**src/rtl/arm_dp_sequencer.sv**
```systemverilog
// arm_dp_sequencer: four-state sequencer (IDLE, READ, EXEC, WRITE) for ARM-style
// data-processing instructions. It owns sixteen 32-bit registers and the NZCV
// flags, and it drives an external ALU during the EXEC cycle.
// Optional build macro DPSEQ_DBG_PORT_EN adds the dbg_addr/dbg_data
// combinational register read port.
module arm_dp_sequencer (
  input  logic        CLK,
  input  logic        CLR,
  input  logic        in_valid,
  output logic        in_ready,
  input  logic [3:0]  in_op,
  input  logic        in_s,
  input  logic [3:0]  in_rn,
  input  logic [3:0]  in_rd,
  input  logic [31:0] in_op2,
  output logic [3:0]  alu_op,
  output logic [31:0] alu_a,
  output logic [31:0] alu_b,
  output logic        alu_cin,
  input  logic [31:0] alu_out,
  input  logic        alu_nf,
  input  logic        alu_cf,
  input  logic        alu_zf,
  input  logic        alu_vf,
  output logic [3:0]  flags,
  output logic        done
`ifdef DPSEQ_DBG_PORT_EN
  ,
  input  logic [3:0]  dbg_addr,
  output logic [31:0] dbg_data
`endif
);

  typedef enum logic [1:0] {
    IDLE  = 2'd0,
    READ  = 2'd1,
    EXEC  = 2'd2,
    WRITE = 2'd3
  } state_e;

  state_e      state, state_nxt;

  // Instruction fields captured on acceptance
  logic [3:0]  op_q;
  logic        s_q;
  logic [3:0]  rn_q;
  logic [3:0]  rd_q;
  logic [31:0] op2_q;

  // Operand A (read in READ) and ALU results (latched at the end of EXEC)
  logic [31:0] opa_q;
  logic [31:0] res_q;
  logic [3:0]  aflags_q;   // {N,Z,C,V}

  logic [31:0] regs [16];

  // CMP, CMN, TST and TEQ share the 01xx encoding. They only set flags.
  logic        is_cmp;
  assign is_cmp = (op_q[3:2] == 2'b01);

  // State register; reset aborts any instruction in flight
  always_ff @(posedge CLK or negedge CLR) begin
    if (!CLR) state <= IDLE;
    else      state <= state_nxt;
  end

  // Next-state logic and per-state outputs. The outputs are decoded from the
  // state only, so an asynchronous reset clears them immediately.
  always_comb begin
    // NOTE: every variable gets a default first, so no path can infer a latch.
    state_nxt = state;
    in_ready  = 1'b0;
    done      = 1'b0;
    alu_op    = 4'd0;
    alu_a     = 32'd0;
    alu_b     = 32'd0;
    alu_cin   = 1'b0;
    unique case (state)
      IDLE: begin
        in_ready = 1'b1;
        if (in_valid) state_nxt = READ;
      end
      READ: state_nxt = EXEC;
      EXEC: begin
        alu_op    = op_q;
        alu_a     = opa_q;
        alu_b     = op2_q;
        alu_cin   = flags[1];
        state_nxt = WRITE;
      end
      WRITE: begin
        done      = 1'b1;
        state_nxt = IDLE;
      end
      default: state_nxt = IDLE;
    endcase
  end

  // Capture the instruction, operand A and the ALU results in their stages
  always_ff @(posedge CLK or negedge CLR) begin
    if (!CLR) begin
      op_q     <= 4'd0;
      s_q      <= 1'b0;
      rn_q     <= 4'd0;
      rd_q     <= 4'd0;
      op2_q    <= 32'd0;
      opa_q    <= 32'd0;
      res_q    <= 32'd0;
      aflags_q <= 4'd0;
    end else begin
      // NOTE: sequential state uses non-blocking assignments only, so every
      // register sees the values from before the clock edge.
      if (state == IDLE && in_valid) begin
        op_q  <= in_op;
        s_q   <= in_s;
        rn_q  <= in_rn;
        rd_q  <= in_rd;
        op2_q <= in_op2;
      end
      if (state == READ) opa_q <= regs[rn_q];
      if (state == EXEC) begin
        res_q    <= alu_out;
        aflags_q <= {alu_nf, alu_zf, alu_cf, alu_vf};
      end
    end
  end

  // Register file and flags write-back in WRITE
  always_ff @(posedge CLK or negedge CLR) begin
    if (!CLR) begin
      // NOTE: this register array must read as zero after reset, so it is
      // reset explicitly. It is therefore built from flops, not inferred RAM.
      for (int i = 0; i < 16; i++) regs[i] <= 32'd0;
      flags <= 4'd0;
    end else if (state == WRITE) begin
      if (!is_cmp)        regs[rd_q] <= res_q;
      if (s_q || is_cmp)  flags      <= aflags_q;
    end
  end

`ifdef DPSEQ_DBG_PORT_EN
  // Debug read port: combinational view of any register
  always_comb begin
    dbg_data = regs[dbg_addr];
  end
`endif

endmodule

```
**config.mk**
```make
export PLATFORM = sky130hd
export DESIGN_NAME = arm_dp_sequencer
export DESIGN_NICKNAME = d
export VERILOG_FILES = /design/src/rtl/arm_dp_sequencer.sv
export SDC_FILE = /design/constraint.sdc
export NUM_CORES = 1
export LEC_CHECK = 0
export CAP_MARGIN = 30
export CORE_ASPECT_RATIO = 0.9
export CORE_MARGIN = 2
export CORE_UTILIZATION = 40
export CTS_BUF_LIST = sky130_fd_sc_hd__clkbuf_16
export CTS_CLUSTER_SIZE = 20
export DETAILED_ROUTE_END_ITERATION = 10
export SYNTH_ARGS = -nofsm -noshare
export SYNTH_HDL_FRONTEND = slang
export SYNTH_SLANG_ARGS = --single-unit
export TNS_END_PERCENT = 1
```
**constraint.sdc**
```tcl
create_clock -name CLK -period 3.67 [get_ports CLK]
set_input_delay 0.5505 -clock CLK [delete_from_list [all_inputs] [get_ports CLK]]
set_output_delay 0.5505 -clock CLK [all_outputs]
set_load 0.05 [all_outputs]
```
==> Flow_metrics.wiki <==
{| class="wikitable"
! Metric !! Value
|-
| Pint || between 15000 and 20000 uW
|-
| Wire length of the first global-routing pass || 104000 um
|-
| Pre-CTS setup slack || 843 ps
|-
| Routed vias/inst || 5.44
|-
| Layout area overhead || 18.2%
|-
| Mapped cell area || 27700 sq um
|-
| Post-layout worst setup margin || 274 ps
|-
| Transition time at the pin with the least slew margin || 1020 ps
|-
| Num CTS Buffers || 69
|-
| DP Cell Count || 2742
|-
| Drt first-iter violations || between 800 and 900
|-
| Starting density of the core || about two fifths
|-
| Pin count of the biggest net entering global routing || 110
|-
| Number of port buffers || 158
|-
| Antenna violations before repair || 1
|-
| Fraction of the cycle the final worst path needs || 92.5%
|-
| Areal power density over the cells || 920 nW/um^2
|-
| Filler Cells Inserted || 5904
|-
| Number of nets in the finished design || slightly below 2000
|-
| Path class of the lowest-slack min-delay path || in2async
|-
| Crit path capture type || primary output
|-
| Psw || slightly above 10000 uW
|-
| Rel. slew slack || 31.9%
|-
| Number of nets produced by synthesis || 1831
|-
| Footprint of the multi-input gates || 11300 sq um
|-
| Cell at the root of the clock tree || sky130_fd_sc_hd__clkbuf_16
|-
| Routability-driven placement congestion ratio || 0.710
|-
| Post-route insts no fill || ~2900
|-
| Seq cells post-synth || between 600 and 700
|-
| Share of synthesized area occupied by flip-flops and latches || about 57%
|-
| First-pass DRT Iterations || 4
|-
| Power share of the sequential group || a little over two fifths
|-
| Biggest fanout along the worst timing path || 64
|-
| Power consumption || 30100 uW
|-
| Hold Vio Cnt, Final || 0
|-
| Post-route setup TNS || 0 ps
|-
| Quantity of hold-fixing buffers added after cts || 0
|-
| Count of buffers added by post-CTS timing repair for setup || 0
|-
| Die area || slightly above 70000 sq um
|-
| Std cell rows || 91
|-
| RSZ-0062 raised after global routing || false
|-
| Leftover overflow at the end of global routing || 0
|-
| Number of warnings issued by yosys || 0
|-
| Share of final-layout standard cells stronger than drive strength 1 || between 40% and 50%
|-
| Most common cell in the synthesized netlist || sky130_fd_sc_hd__dfrtp_1
|-
| Width of the die || 281 um
|-
| Synth top area share || 57.0%
|-
| Floorplan core area || about 70000 sq um
|-
| Clock transition at the registers of the reported paths || 60 ps
|-
| Leading cell types by total area after synthesis || sky130_fd_sc_hd__dfrtp_1, sky130_fd_sc_hd__mux2_2, sky130_fd_sc_hd__mux4_2, sky130_fd_sc_hd__and2_1, sky130_fd_sc_hd__o22ai_1
|-
| Max Root-Sink Buffers || 3
|-
| Clock power share || 22.1%
|-
| Post-detailed-route wirelength per cell || 23.2 um
|-
| Startpoint Class || register
|-
| Total global routing track utilization || between 10% and 20%
|-
| Post-layout instance area || about 33000 sq um
|-
| Number of global-route vias before repair || 16700
|-
| Final Skew || 20.0 ps
|-
| Mean post-synth cell area || 15.9 sq um
|-
| Depth of the CTS H-tree || 3
|-
| Reported leakage power || 0.0145 uW
|-
| Final Slew Violations || 0
|-
| Time the final worst path needs with I/O delays and setup || 3400 ps
|-
| Drc violations || 0
|-
| Post-route antenna net violation count || 0
|-
| WL final || 66500 um
|-
| Clock sink count || 631
|-
| Ranking of synthesized cells by instance count || sky130_fd_sc_hd__dfrtp_1, sky130_fd_sc_hd__mux2_2, sky130_fd_sc_hd__mux4_2
|-
| Ant. Diodes || 0
|-
| Status || finished clean
|-
| Die height || 254 um
|-
| Resize count post-CTS || 0
|-
| Distinct cell type count after synthesis || 26
|-
| Total half-perimeter wirelength after legalization and detailed placement || 38200 um
|-
| Classification of the worst setup path || reg2out
|-
| Peak Freq || 294 MHz
|-
| Sequential Area || about 16000 sq um
|-
| Routed vias || 15600
|-
| Share of total power in combinational logic || 35.7%
|-
| Async set-reset flop share out of synthesis || 100%
|-
| Clock tree from TritonCTS || yes
|-
| Required arrival time at the worst endpoint || 3120 ps
|-
| Max VDD drop || about 0.49 mV
|-
| Most frequently used flop master after synthesis || sky130_fd_sc_hd__dfrtp_1
|-
| Switching share of total power || 34.0%
|-
| Instance area at placement || 30600 sq um
|-
| Top-level I/O count || 159
|-
| Clock insertion delay at the later pin of the skew report || 610 ps
|-
| Number of synthesized flops with an enable pin || 0
|-
| # setup viols final || 0
|-
| Number of cells produced by synthesis || roughly 1700
|-
| Arrival time worst endpoint || 2850 ps
|-
| Synth area leader || sky130_fd_sc_hd__dfrtp_1
|-
| MaxCap Viol Count || 0
|}
## through the flow
stage          hold WS, ps  utilization, %
6_report              17.4            47.8
5_1_grt               79.1            47.8
4_1_cts               53.5            47.8
3_5_place_dp           479            44.6
3_3_place_gp           463            44.6
2_1_floorplan          255               -
## critical path, cell delays in order, from the launching register on
cell	delay, ps
sky130_fd_sc_hd__dfrtp_1	400
sky130_fd_sc_hd__inv_1	170
sky130_fd_sc_hd__ha_4	310
sky130_fd_sc_hd__buf_12	270
sky130_fd_sc_hd__and2_1	190
sky130_fd_sc_hd__clkdlybuf4s50_1	800
## worst paths after layout
kind	from	to	slack, ps	cells past startpoint
worst min register to register	regs[423]$_DFFE_PN0P_	regs[423]$_DFFE_PN0P_	490	1
worst max register to register	state[1]$_DFFE_PN0P_	regs[183]$_DFFE_PN0P_	1040	5
min in group CLK	regs[423]$_DFFE_PN0P_	regs[423]$_DFFE_PN0P_	490	1
max in group asynchronous	CLR	regs[192]$_DFFE_PN0P_	2610	2
worst max-delay path	state[0]$_DFFE_PN0P_	alu_a[2]	270	5
worst min-delay path	CLR	op2_q[7]$_DFFE_PN0P_	20	1
## flip-flops by register name, indices dropped and copies added (netlist names)
register and flops:
op_q 4, flags 4, state 2, rd_q 4
regs 512, res_q 32, opa_q 32, rn_q 4
op2_q 32, s_q 1, aflags_q 4
## logic make-up (layout without fill, tap and decap cells)
logic type	count (synthesis)	count (layout)	synth area share, %
fa+ha+maj	5	5	0.226
compound gates	98	98	2.06
buf+inv	149	341	2.42
simple gates	101	101	2.25
mux	758	758	36.0
flops	631	631	57.0
## final cells by class
type | instances | share of cell area (%)
clock inverter | 51 | 1.14
tap | 930 | 3.56
timing repair buffer | 217 | 6.91
inverter | 2 | 0.0229
multi-input combinational | 962 | 34.7
sequential | 631 | 48.3
clock buffer | 71 | 5.43
## layer usage
layer  up-vias  wire length, um  global-route usage [%]
met1      8506            31700                    27.4
met2       261            31200                    30.8
met5         -                0                       0
met4         0             1260                    4.67
li1       6737                -                       -
met3        86             2400                    3.22
## power by group through the flow
stage / combinational (uW) / clock, uW / sequential [uW]
2_1_floorplan: 8800 / 0 / 11300
4_1_cts: 10900 / 6840 / 12700
3_3_place_gp: 10600 / 0 / 12600
3_5_place_dp: 10900 / 0 / 12800
6_report: 10800 / 6660 / 12700
5_1_grt: 11600 / 7100 / 13200
## layout by cell type, fill, tap and decap left out, types with 3 or more instances in the layout
master / Yosys / layout
sky130_fd_sc_hd__clkbuf_16: 0 / 71
sky130_fd_sc_hd__o22ai_1: 64 / 64
sky130_fd_sc_hd__and2_1: 69 / 69
sky130_fd_sc_hd__dfrtp_4: 0 / 3
sky130_fd_sc_hd__inv_1: 2 / 17
sky130_fd_sc_hd__buf_4: 9 / 41
sky130_fd_sc_hd__mux2_1: 7 / 7
sky130_fd_sc_hd__a21oi_1: 33 / 33
sky130_fd_sc_hd__mux4_2: 128 / 128
sky130_fd_sc_hd__buf_12: 0 / 17
sky130_fd_sc_hd__nor2_4: 0 / 9
sky130_fd_sc_hd__nand2_2: 0 / 3
sky130_fd_sc_hd__clkinv_1: 0 / 18
sky130_fd_sc_hd__bufinv_16: 0 / 5
sky130_fd_sc_hd__clkinv_2: 0 / 8
sky130_fd_sc_hd__nor3_4: 0 / 3
sky130_fd_sc_hd__nand2b_1: 4 / 3
sky130_fd_sc_hd__dfrtp_1: 631 / 628
sky130_fd_sc_hd__mux2_2: 623 / 623
sky130_fd_sc_hd__ha_1: 5 / 3
sky130_fd_sc_hd__clkdlybuf4s50_1: 0 / 157
No activity file was read; power rests on OpenSTA's default activity.
